`src/rtl/multicycle_control_unit_if.sv`:
```
// Fetch / datapath / memory signal bundle for the multicycle control unit.
// slave = the control unit, master = whoever drives instructions and memory status.
interface multicycle_control_unit_if #(
    parameter int OPCODE_W = 11,
    parameter int ALUOP_W  = 2,
    parameter int RET_W    = 16
);
    logic [OPCODE_W-1:0] opcode;
    logic                ins_valid;
    logic                ins_ready;
    logic                zero;
    logic                mem_ready;
    logic                trap_clr;
    logic                reg2loc;
    logic                alusrc;
    logic                memtoreg;
    logic                regwrite;
    logic                memread;
    logic                memwrite;
    logic                branch;
    logic                ubranch;
    logic [ALUOP_W-1:0]  aluop;
    logic                ir_write;
    logic                pc_write;
    logic                pc_sel;
    logic                trap;
    logic [1:0]          err_code;
    logic [RET_W-1:0]    retired;

    modport master (
        output opcode, ins_valid, zero, mem_ready, trap_clr,
        input  ins_ready, reg2loc, alusrc, memtoreg, regwrite, memread, memwrite,
               branch, ubranch, aluop, ir_write, pc_write, pc_sel, trap, err_code, retired
    );

    modport slave (
        input  opcode, ins_valid, zero, mem_ready, trap_clr,
        output ins_ready, reg2loc, alusrc, memtoreg, regwrite, memread, memwrite,
               branch, ubranch, aluop, ir_write, pc_write, pc_sel, trap, err_code, retired
    );
endinterface

```
`src/rtl/multicycle_control_unit.sv`:
```
// Multicycle control FSM for a small ARMv8 subset (R-type, LDUR, STUR, CBZ, B).
// Controls are decoded from the state register and the latched opcode.
module multicycle_control_unit #(
    parameter int OPCODE_W = 11,
    parameter int ALUOP_W  = 2,
    parameter int TMO_W    = 4,
    parameter int MEM_TMO  = 12,
    parameter int RET_W    = 16
) (
    input  logic                     clk,
    input  logic                     rst_n,
    multicycle_control_unit_if.slave bus
);

    typedef enum logic [2:0] {
        S_FETCH  = 3'd0,
        S_DECODE = 3'd1,
        S_EXEC   = 3'd2,
        S_MEM    = 3'd3,
        S_WB     = 3'd4,
        S_TRAP   = 3'd5
    } state_t;

    typedef enum logic [2:0] {
        C_RTYPE = 3'd0,
        C_LOAD  = 3'd1,
        C_STORE = 3'd2,
        C_CBZ   = 3'd3,
        C_B     = 3'd4,
        C_ILL   = 3'd5
    } cls_t;

    localparam logic [TMO_W-1:0] TMO_LAST = TMO_W'(MEM_TMO - 1);

    function automatic cls_t classify(input logic [10:0] op);
        cls_t c;
        casez (op)
            11'b10001011000, 11'b11001011000,
            11'b10001010000, 11'b10101010000: c = C_RTYPE;
            11'b11111000010:                  c = C_LOAD;
            11'b11111000000:                  c = C_STORE;
            11'b10110100???:                  c = C_CBZ;
            11'b000101?????:                  c = C_B;
            default:                          c = C_ILL;
        endcase
        return c;
    endfunction

    state_t              state_r, next_state_s;
    logic [OPCODE_W-1:0] opcode_r;
    logic [10:0]         op11_s;
    cls_t                cls_s;
    logic [TMO_W-1:0]    tmo_cnt_r;
    logic [1:0]          err_r;
    logic [RET_W-1:0]    retired_r;

    logic               ins_ready_s, ir_write_s, reg2loc_s, alusrc_s, memtoreg_s;
    logic               regwrite_s, memread_s, memwrite_s, branch_s, ubranch_s;
    logic               pc_write_s, pc_sel_s, trap_s;
    logic [ALUOP_W-1:0] aluop_s;

    assign op11_s = 11'(opcode_r);
    assign cls_s  = classify(op11_s);

    // Next-state and control decode from state plus latched opcode class
    always_comb begin
        next_state_s = state_r;
        ins_ready_s  = 1'b0;
        ir_write_s   = 1'b0;
        reg2loc_s    = 1'b0;
        alusrc_s     = 1'b0;
        memtoreg_s   = 1'b0;
        regwrite_s   = 1'b0;
        memread_s    = 1'b0;
        memwrite_s   = 1'b0;
        branch_s     = 1'b0;
        ubranch_s    = 1'b0;
        pc_write_s   = 1'b0;
        pc_sel_s     = 1'b0;
        trap_s       = 1'b0;
        aluop_s      = '0;
        case (state_r)
            S_FETCH: begin
                ins_ready_s = 1'b1;
                if (bus.ins_valid) begin
                    ir_write_s   = 1'b1;
                    next_state_s = S_DECODE;
                end else begin
                    next_state_s = S_FETCH;
                end
            end
            S_DECODE: begin
                if (cls_s == C_ILL) begin
                    next_state_s = S_TRAP;
                end else begin
                    next_state_s = S_EXEC;
                end
            end
            S_EXEC: begin
                case (cls_s)
                    C_RTYPE: begin
                        aluop_s      = ALUOP_W'(2'b10);
                        next_state_s = S_WB;
                    end
                    C_LOAD, C_STORE: begin
                        alusrc_s     = 1'b1;
                        reg2loc_s    = 1'b1;
                        next_state_s = S_MEM;
                    end
                    C_CBZ: begin
                        aluop_s      = ALUOP_W'(2'b01);
                        reg2loc_s    = 1'b1;
                        branch_s     = 1'b1;
                        pc_write_s   = 1'b1;
                        pc_sel_s     = bus.zero;
                        next_state_s = S_FETCH;
                    end
                    C_B: begin
                        ubranch_s    = 1'b1;
                        pc_write_s   = 1'b1;
                        pc_sel_s     = 1'b1;
                        next_state_s = S_FETCH;
                    end
                    default: next_state_s = S_FETCH;
                endcase
            end
            S_MEM: begin
                memread_s  = (cls_s == C_LOAD);
                memwrite_s = (cls_s == C_STORE);
                // Completion on the limit cycle wins over the timeout
                if (bus.mem_ready) begin
                    if (cls_s == C_LOAD) begin
                        next_state_s = S_WB;
                    end else begin
                        pc_write_s   = (cls_s == C_STORE);
                        next_state_s = S_FETCH;
                    end
                end else if (tmo_cnt_r == TMO_LAST) begin
                    next_state_s = S_TRAP;
                end else begin
                    next_state_s = S_MEM;
                end
            end
            S_WB: begin
                regwrite_s   = 1'b1;
                memtoreg_s   = (cls_s == C_LOAD);
                pc_write_s   = 1'b1;
                next_state_s = S_FETCH;
            end
            S_TRAP: begin
                trap_s = 1'b1;
                if (bus.trap_clr) begin
                    next_state_s = S_FETCH;
                end else begin
                    next_state_s = S_TRAP;
                end
            end
            default: next_state_s = S_FETCH;
        endcase
    end

    // State, latched opcode, memory timeout, error code and retire counter
    always_ff @(posedge clk or negedge rst_n) begin
        if (!rst_n) begin
            state_r   <= S_FETCH;
            opcode_r  <= '0;
            tmo_cnt_r <= '0;
            err_r     <= 2'b00;
            retired_r <= '0;
        end else begin
            state_r <= next_state_s;
            if (ir_write_s) begin
                opcode_r <= bus.opcode;
            end
            if (state_r != S_MEM) begin
                tmo_cnt_r <= '0;
            end else if (!bus.mem_ready) begin
                tmo_cnt_r <= tmo_cnt_r + TMO_W'(1);
            end
            if (next_state_s == S_TRAP && state_r != S_TRAP) begin
                err_r <= (state_r == S_DECODE) ? 2'b01 : 2'b10;
            end else if (state_r == S_TRAP && bus.trap_clr) begin
                err_r <= 2'b00;
            end
            if (pc_write_s) begin
                retired_r <= retired_r + RET_W'(1);
            end
        end
    end

    // FETCH is the reset state, so the fetch handshake is gated by rst_n itself
    assign bus.ins_ready = ins_ready_s & rst_n;
    assign bus.ir_write  = ir_write_s & rst_n;
    assign bus.reg2loc   = reg2loc_s;
    assign bus.alusrc    = alusrc_s;
    assign bus.memtoreg  = memtoreg_s;
    assign bus.regwrite  = regwrite_s;
    assign bus.memread   = memread_s;
    assign bus.memwrite  = memwrite_s;
    assign bus.branch    = branch_s;
    assign bus.ubranch   = ubranch_s;
    assign bus.aluop     = aluop_s;
    assign bus.pc_write  = pc_write_s;
    assign bus.pc_sel    = pc_sel_s;
    assign bus.trap      = trap_s;
    assign bus.err_code  = err_r;
    assign bus.retired   = retired_r;

endmodule

```
`src/flat_wrapper.sv`:
```
// flat-port wrapper written by rule: the top's interface ports become plain ports
module multicycle_control_unit_flat 
#(
    parameter int OPCODE_W = 11,
    parameter int ALUOP_W  = 2,
    parameter int TMO_W    = 4,
    parameter int MEM_TMO  = 12,
    parameter int RET_W    = 16
)
  (clk, rst_n, bus_opcode, bus_ins_valid, bus_zero, bus_mem_ready, bus_trap_clr, bus_ins_ready, bus_reg2loc, bus_alusrc, bus_memtoreg, bus_regwrite, bus_memread, bus_memwrite, bus_branch, bus_ubranch, bus_aluop, bus_ir_write, bus_pc_write, bus_pc_sel, bus_trap, bus_err_code, bus_retired);
  multicycle_control_unit_if #(.OPCODE_W(OPCODE_W), .ALUOP_W(ALUOP_W), .RET_W(RET_W)) bus_i ();
  input  logic clk;
  input  logic rst_n;
  input wire logic [$bits(bus_i.opcode)-1:0] bus_opcode;
  input wire logic [$bits(bus_i.ins_valid)-1:0] bus_ins_valid;
  input wire logic [$bits(bus_i.zero)-1:0] bus_zero;
  input wire logic [$bits(bus_i.mem_ready)-1:0] bus_mem_ready;
  input wire logic [$bits(bus_i.trap_clr)-1:0] bus_trap_clr;
  output wire logic [$bits(bus_i.ins_ready)-1:0] bus_ins_ready;
  output wire logic [$bits(bus_i.reg2loc)-1:0] bus_reg2loc;
  output wire logic [$bits(bus_i.alusrc)-1:0] bus_alusrc;
  output wire logic [$bits(bus_i.memtoreg)-1:0] bus_memtoreg;
  output wire logic [$bits(bus_i.regwrite)-1:0] bus_regwrite;
  output wire logic [$bits(bus_i.memread)-1:0] bus_memread;
  output wire logic [$bits(bus_i.memwrite)-1:0] bus_memwrite;
  output wire logic [$bits(bus_i.branch)-1:0] bus_branch;
  output wire logic [$bits(bus_i.ubranch)-1:0] bus_ubranch;
  output wire logic [$bits(bus_i.aluop)-1:0] bus_aluop;
  output wire logic [$bits(bus_i.ir_write)-1:0] bus_ir_write;
  output wire logic [$bits(bus_i.pc_write)-1:0] bus_pc_write;
  output wire logic [$bits(bus_i.pc_sel)-1:0] bus_pc_sel;
  output wire logic [$bits(bus_i.trap)-1:0] bus_trap;
  output wire logic [$bits(bus_i.err_code)-1:0] bus_err_code;
  output wire logic [$bits(bus_i.retired)-1:0] bus_retired;
  assign bus_i.opcode = bus_opcode;
  assign bus_i.ins_valid = bus_ins_valid;
  assign bus_i.zero = bus_zero;
  assign bus_i.mem_ready = bus_mem_ready;
  assign bus_i.trap_clr = bus_trap_clr;
  assign bus_ins_ready = bus_i.ins_ready;
  assign bus_reg2loc = bus_i.reg2loc;
  assign bus_alusrc = bus_i.alusrc;
  assign bus_memtoreg = bus_i.memtoreg;
  assign bus_regwrite = bus_i.regwrite;
  assign bus_memread = bus_i.memread;
  assign bus_memwrite = bus_i.memwrite;
  assign bus_branch = bus_i.branch;
  assign bus_ubranch = bus_i.ubranch;
  assign bus_aluop = bus_i.aluop;
  assign bus_ir_write = bus_i.ir_write;
  assign bus_pc_write = bus_i.pc_write;
  assign bus_pc_sel = bus_i.pc_sel;
  assign bus_trap = bus_i.trap;
  assign bus_err_code = bus_i.err_code;
  assign bus_retired = bus_i.retired;
  multicycle_control_unit #(.OPCODE_W(OPCODE_W), .ALUOP_W(ALUOP_W), .TMO_W(TMO_W), .MEM_TMO(MEM_TMO), .RET_W(RET_W)) u_core (.clk(clk), .rst_n(rst_n), .bus(bus_i));
endmodule
```
`config.mk`:
```
export PLATFORM = sky130hd
export DESIGN_NAME = multicycle_control_unit_flat
export DESIGN_NICKNAME = d
export VERILOG_FILES = /design/src/rtl/multicycle_control_unit_if.sv /design/src/rtl/multicycle_control_unit.sv /design/src/flat_wrapper.sv
export SDC_FILE = /design/constraint.sdc
export NUM_CORES = 1
export LEC_CHECK = 0
export CORE_UTILIZATION = 44
export CTS_CLUSTER_DIAMETER = 60
export DETAILED_ROUTE_END_ITERATION = 8
export PLACE_DENSITY = 0.76
export SETUP_SLACK_MARGIN = 0.05
export SYNTH_ARGS = -nofsm -noshare
export SYNTH_HDL_FRONTEND = slang
export SYNTH_SLANG_ARGS = --single-unit
```
`constraint.sdc`:
```
create_clock -name clk -period 1.94 [get_ports clk]
set_input_delay 0.194 -clock clk [delete_from_list [all_inputs] [get_ports clk]]
set_output_delay 0.194 -clock clk [all_outputs]
set_load 0.05 [all_outputs]
```
==> key figures, run 1 <==
Critical path
  – CP Launch Type: register
  – Max FO, Critical Path: 9
  – Crit-path leading delay family: buffers and inverters
  – Worst reg-to-reg path cell count: 8
  – WP buf/inv: 4
  – Worst-path cell chain: buf_6 > and4bb_2 > o21ai_0 > o21bai_1 > buf_6 > nor2_4 > inv_2 > buf_12
  – Worst path max stage delay: 0.41 ns
  – Critical path origin: u_core.op11_s[6]$_DFFE_PN0P_
  – Arrival @ worst endpoint: 2.08 ns
  – CP Data Required Time: 1.75 ns
  – FF-to-FF End: u_core.bus.retired[8]$_DFFE_PN0P_
  – Most used cell, CP: buf_6
  – RR Startpoint: u_core.op11_s[0]$_DFFE_PN0P_
  – Critical path class: register to output pin
  – Worst R2R Setup Slack: -0.26 ns
  – CP max-delay cell: dfrtp_1
  – Setup crit end kind: output pin

Placement
  – Placed cell area: 2814 um2
  – IO buf count: 49
  – Post-Place Worst Slack: -0.02034 ns
  – RePlAce Congestion: 0.8120
  – Final HPWL DP: 3.501 mm

Global route
  – GRT Residual Overflow: 0
  – Initial antenna violation count: 0
  – M2 GR Usage: 0.4522
  – GRT Total Usage: 0.2726
  – M1 GR Usage: 0.3535
  – Grt met3 use: 0.04667
  – First-pass GRT wire length: 9.025 mm
  – Largest net degree at the start of global routing: 28
  – Vias in the first global route: 1,726
  – Top Usage Layer GRT: met2

STA
  – Worst setup margin: -0.3367 ns
  – Final Cycle Share: 1.174
  – RSZ-0062 raised after global routing: true
  – Peak Freq: 0.4392 GHz
  – Hold_ws: 0.3518 ns
  – Worst-margin pin slew: 0.6307 ns
  – Slew headroom: 0.5780
  – Final hold vios: 0
  – Final min period: 2.277 ns
  – Worst Skew: 0.005134 ns
  – Max Slew Vio Count: 0
  – Final setup fails: 29

Floorplan
  – IO Count: 50
  – Die area: 4666 um2
  – Die H: 68.31 um
  – Std cell rows: 23
  – Core area: 4115 um2
  – Initial Util: 0.4701
  – Die width: 68.31 um

Pwr
  – Logic pwr share: 0.568
  – Net Sw Power: 1.816 mW
  – VDD IR max: 0.0009990 V
  – Switching share of power: 0.4423
  – Cell-internal power: 2.290 mW
  – PD cells: 1166 nW/um2
  – Clock Power Share: 0.141
  – Sequential share of power: 0.291
  – Lkg Pwr: 1.433 nW

Final layout
  – Layout net count: 290
  – Utilization after layout: 0.8553
  – Fill cells: 182
  – Area of the multi-input gates: 1380 um2
  – Register Area: 900.9 um2
  – Layout cells sized above 1: 0.4779
  – Area Growth Syn to Fin: 81.95%
  – Post-route cell area: 3520 um2
  – # diodes: 0

Logic synthesis
  – Cells after synthesis: 176
  – Synthesized area: 1934 um2
  – Netlist cell types: 49
  – Area leader, netlist: dfrtp_1
  – Post-synth top cells: dfrtp_1 (36), xnor2_1 (16), nor2_1 (12)
  – Dominant synthesized flop cell: dfrtp_1
  – Largest family of logic cells by synthesized area: simple AND/OR/NAND/NOR gates
  – Post-synthesis async set-or-reset flop share: 1.000
  – Syn Area/Cell: 10.99 um2
  – Synth Area in Simple Gates: 0.2076
  – Post-synthesis xor/xnor area fraction: 0.08150
  – Share of the synthesized area in the top cell type: 0.4657
  – Multiplexer share of the synthesized area: 0.08021
  – Seq cells post-synth: 36
  – Most numerous cell in the Yosys netlist: dfrtp_1
  – Compound-Gate Fraction of Synth Area: 0.1138
  – Top cells by area, synth: dfrtp_1 (47%), xnor2_1 (7.2%), mux2_2 (6.4%), o2111ai_1 (4.5%), nor2_1 (2.3%)
  – Seq/Total Area, Yosys: 0.4657
  – EDFF count, synth: 0
  – Post-synthesis net count: 195
  – YS warnings: 0
  – Adder-cell share of the synthesized area: 0.01294

Clock network
  – CTS buffer count: 5
  – H-Tree Depth: 2
  – Max clock buf depth: 2
  – Skew-Pair Late Insertion Delay: 0.29 ns
  – CTS sink cnt: 36
  – CTS tree: done
  – Root buf cell: clkbuf_8
  – CTS clk-pin slew, worst paths: 0.08 ns

Job
  – Max cap viols: 0

Drt
  – Iter 0 DRT Violations: 133
  – DR vias: 1,895
  – Detailed-route wire length: 6.814 mm
  – Residual DRC count: 0
  – Post-route ant nets: 0
  – Avg WL per Cell: 21.16 um
  – Via-to-Cell Ratio: 5.885
  – Drt first pass iters: 4

Outcome
  – Status: finished with violations
  – Failing checks: negative setup slack

Min path
  – Min-delay worst type: primary input to async pin
==> layout by cell type, fill, tap and decap left out, types with 3 or more instances in the layout <==
| cell | n |
|---|---|
| inv_1 | 4 |
| buf_4 | 36 |
| nor2_4 | 4 |
| nor2_1 | 9 |
| buf_6 | 9 |
| mux2_2 | 11 |
| clkdlybuf4s50_1 | 32 |
| o2111ai_4 | 9 |
| clkbuf_8 | 6 |
| xnor2_1 | 15 |
| nand3b_1 | 4 |
| nand2_1 | 5 |
| buf_12 | 15 |
| o211ai_1 | 3 |
| and3_1 | 5 |
| dfrtp_1 | 36 |
==> worst max-delay path by stage <==
stage,to,slack [ns],cells past startpoint
final,bus_pc_write,-0.34,8
after global routing,bus_pc_write,-0.39,8
after CTS,bus_alusrc,-0.25,6
after detailed placement,u_core.bus.retired[1]$_DFFE_PN0P_,-0.02,6
after global placement,bus_pc_write,-0.0005,7
after floorplan,bus_alusrc,-0.27,5
==> power groups by stage <==
stage                     clock [mW]  combinational (mW)  sequential [mW]
after global routing           0.619                2.44             1.21
after detailed placement           0                1.66             1.15
after CTS                      0.575                1.90             1.14
after floorplan                    0               0.800             1.35
final                          0.580                2.33             1.19
after global placement             0                1.64             1.13
==> layout make-up <==
class                      instances  share of cell area
sequential                        36              0.2560
timing repair buffer              96              0.3011
clock buffer                       7             0.02453
clock inverter                     1            0.002133
inverter                           6            0.006399
multi-input combinational        126              0.3921
tap                               50             0.01777
==> repair_timing <==
| item | CTS | global route |
|---|---|---|
| hold buffers | 0 | 0 |
| pin swaps | 22 | 22 |
| gates cloned | 1 | 0 |
| buffers inserted | 8 | 16 |
| setup endpoints to repair | 23 | 31 |
| resized for setup | 37 | 40 |
==> metrics by stage <==
| stage | setup TNS (ns) | instances | power, mW |
|---|---|---|---|
| 2_1_floorplan | -2.610 | 176 | 2.154 |
| 6_report | -5.486 | 322 | 4.105 |
| 5_1_grt | -7.303 | 322 | 4.277 |
| 3_5_place_dp | -0.03883 | 291 | 2.809 |
| 3_3_place_gp | -0.0004934 | 291 | 2.775 |
| 4_1_cts | -1.873 | 307 | 3.612 |
==> cell families (layout without fill, tap and decap cells) <==
group	count (synthesis)	count (layout)
simple gates	63	63
xor+xnor	18	18
fa+ha+maj	2	2
compound gates	29	29
flops	36	36
buf+inv	14	110
mux	14	14
==> routing by layer <==
layer / share of wire / up-vias / wire length, um
met5: 0 / - / 0
met4: 0.035 / 0 / 240
met3: 0.038 / 23 / 259
met2: 0.50 / 73 / 3380
met1: 0.43 / 954 / 2934
li1: - / 845 / -
==> registers in the layout (all words and copies together) (netlist names) <==
signal / count
u_core.bus.retired: 16
u_core.tmo_cnt_r: 4
u_core.op11_s: 11
u_core.state_r: 3
u_core.bus.err_code: 2
==> worst reg2reg max path, stage by stage, from the launching register on <==
cell	delay [ns]
dfrtp_1	0.40
or4b_4	0.60
nor3_4	0.17
and3_4	0.23
buf_12	0.11
buf_8	0.11
buf_12	0.14
o2111ai_4	0.12
xnor2_1	0.24
No activity file was read; power rests on OpenSTA's default activity.
==> inputs of run 2 (changes only) <==
Settings changed: CAP_MARGIN set to 20.
==> results of run 2 <==
No change in the layout: final DEF, timing and power equal those of run 1.
==> variant (config.mk and constraints of run 1) <==
`RET_W` is set to 16 in 3 places; all go to 14.
--- a/src/rtl/multicycle_control_unit_if.sv
+++ b/src/rtl/multicycle_control_unit_if.sv
@@ -3,7 +3,7 @@
 interface multicycle_control_unit_if #(
     parameter int OPCODE_W = 11,
     parameter int ALUOP_W  = 2,
-    parameter int RET_W    = 16
+    parameter int RET_W    = 14
 );
     logic [OPCODE_W-1:0] opcode;
     logic                ins_valid;
--- a/src/rtl/multicycle_control_unit.sv
+++ b/src/rtl/multicycle_control_unit.sv
@@ -5,7 +5,7 @@
     parameter int ALUOP_W  = 2,
     parameter int TMO_W    = 4,
     parameter int MEM_TMO  = 12,
-    parameter int RET_W    = 16
+    parameter int RET_W    = 14
 ) (
     input  logic                     clk,
     input  logic                     rst_n,
--- a/src/flat_wrapper.sv
+++ b/src/flat_wrapper.sv
@@ -5,7 +5,7 @@
     parameter int ALUOP_W  = 2,
     parameter int TMO_W    = 4,
     parameter int MEM_TMO  = 12,
-    parameter int RET_W    = 16
+    parameter int RET_W    = 14
 )
   (clk, rst_n, bus_opcode, bus_ins_valid, bus_zero, bus_mem_ready, bus_trap_clr, bus_ins_ready, bus_reg2loc, bus_alusrc, bus_memtoreg, bus_regwrite, bus_memread, bus_memwrite, bus_branch, bus_ubranch, bus_aluop, bus_ir_write, bus_pc_write, bus_pc_sel, bus_trap, bus_err_code, bus_retired);
   multicycle_control_unit_if #(.OPCODE_W(OPCODE_W), .ALUOP_W(ALUOP_W), .RET_W(RET_W)) bus_i ();
Interface: changed (resized bus_retired); port bits go from 50 to 48. The function was not compared with the original's and may differ.
==> variant against run 1 <==
  * The flow still finishes with violations (setup timing)
  * Wire length shrank 23%
  * First-iteration DRC count down 32%
  * Synthesized area shrank 0.65%
  * Via count fell by 11%
  * Worst setup slack better by 0.19 ns
  * Global-route usage decreased by 4.7 points
  * Critical path depth down 2
  * Design area shrank 13%
  * Combinational power fell by 6%
  * Total power is 4.9% lower
  * Register-to-register slack gained 0.19 ns
  * Non-clock buffer count down 21
  * Sequential cell count is 2 lower
==> variant: results (changes against run 1) <==
Finish
  • Final #Nets: 265 (-8.6%)
  • Number of flip-flops under the largest register name: 14 (-2)
  • Non-clock buffers: 75 (-22%)
  • Multi-input combinational area share: 38.7% (-0.54 points)
  • Clock-cell share: 2.50% (-0.16 points)
  • Seq. cell area: 851 um^2 (-5.6%)
  • Multi-input comb cells: 122 (-3.2%)
  • Fillers: 258 (+42%)
  • Nonclk inv count: 8 (+2)

Logic synthesis
  • Fraction of the mapped netlist area in adder cells: 1.30% (+0.0084 points)
  • Top post-synthesis cells by count: dfrtp_1, nor2_1, mux2_2
  • Xor and xnor fraction of the mapped netlist area: 7.29% (-0.86 points)
  • Yosys cell types: 44 (-10%)
  • Post-synthesis compound-gate area fraction: 14.0% (+2.6 points)
  • Sequential share of the synthesized area: 44.3% (-2.3 points)
  • Flops & latches, synth: 34 (-5.6%)
  • Synth top area cells: dfrtp_1, mux2_2, xor2_1
  • Syn_nets: 189 (-3.1%)
  • Mux cell area share after synthesis: 8.72% (+0.70 points)

Global route
  • Gr usage total: 22.5% (-4.7 points)
  • Met2 Resource Use GR: 36.4% (-8.8 points)
  • First-pass GRT wire length: 7540 um (-16%)
  • Largest net degree at the start of global routing: 22 (-21%)

STA
  • Worst Skew: 0.00357 ns (-0.00156 ns)
  • Worst slew pin tran: 0.494 ns (-0.137 ns)
  • TNS Setup: -0.451 ns (+5.03 ns)
  • Setup ws final: -0.143 ns (+0.193 ns)
  • Final setup vio count: 9 (-69%)

Placed design
  • PortBufs: 47 (-4.1%)
  • DP HPWL: 3390 um (-3.2%)
  • Gp weighted congestion: 0.859 (+5.8%)

Worst setup path
  • RR Endpoint: u_core.state_r[0]
  • Crit path from: u_core.op11_s[8]
  • Maximum fanout along the worst path: 6 (-3)
  • Flop2flop setup slack: -0.07 ns (+0.19 ns)
  • Critical Path AT: 1.89 ns (-0.19 ns)
  • Worst R2R Path Depth: 5 (-3)

Routing
  • Number of DRC markers in iteration 0: 90 (-32%)
  • Metal-1 WL: 2060 um (-30%)
  • DR WL met2: 2730 um (-19%)
  • Routed vias: 1,681 (-11%)
  • DR WL met3: 238 um (-8.1%)
  • Wire per inst: 17.7 um (-17%)

Pwr
  • Combinational power share: 56.5% (-0.3 points)
  • Static leakage: 1.22 nW (-15%)
  • Max rail drop VDD: 0.890 mV (-11%)
  • Net switching power: 0.00176 W (-3.1%)

CTS
  • CTS-repair resized insts: 20 (-46%)
  • Clk slew on worst S/H paths: 0.06 ns (-0.02 ns)
  • Post-CTS Setup Bufs: 9 (+1)

Run status
  • Status: complete, but fails checks
  • Failing checks: setup timing
## variant: cell count changes after synthesis, moves of 4 or more
cell and delta:
a21oi_1 +7, xnor2_1 -13, a2111oi_4 +4, nand2_1 +5
nor4_1 -4, o2111ai_1 -10, xor2_1 +11
## variant: cells by family after synthesis
group	Yosys count
simple gates	63
mux	15
fa+ha+maj	2
compound gates	26
buf+inv	14
flops	34
xor+xnor	16
## variant: per-stage QoR
step | total power [W] | setup slack (ns) | instances | hold WS [ns] | util [%]
after floorplan | 0.00247 | -0.142 | 170 | -0.102 | -
after global placement | 0.00305 | 0.0740 | 275 | 0.462 | 65.4
after detailed placement | 0.00309 | -0.0159 | 275 | 0.480 | 65.4
after CTS | 0.00371 | 0.0103 | 291 | 0.337 | 70.6
after global routing | 0.00409 | -0.203 | 296 | 0.360 | 74.6
final | 0.00390 | -0.143 | 296 | 0.335 | 74.6
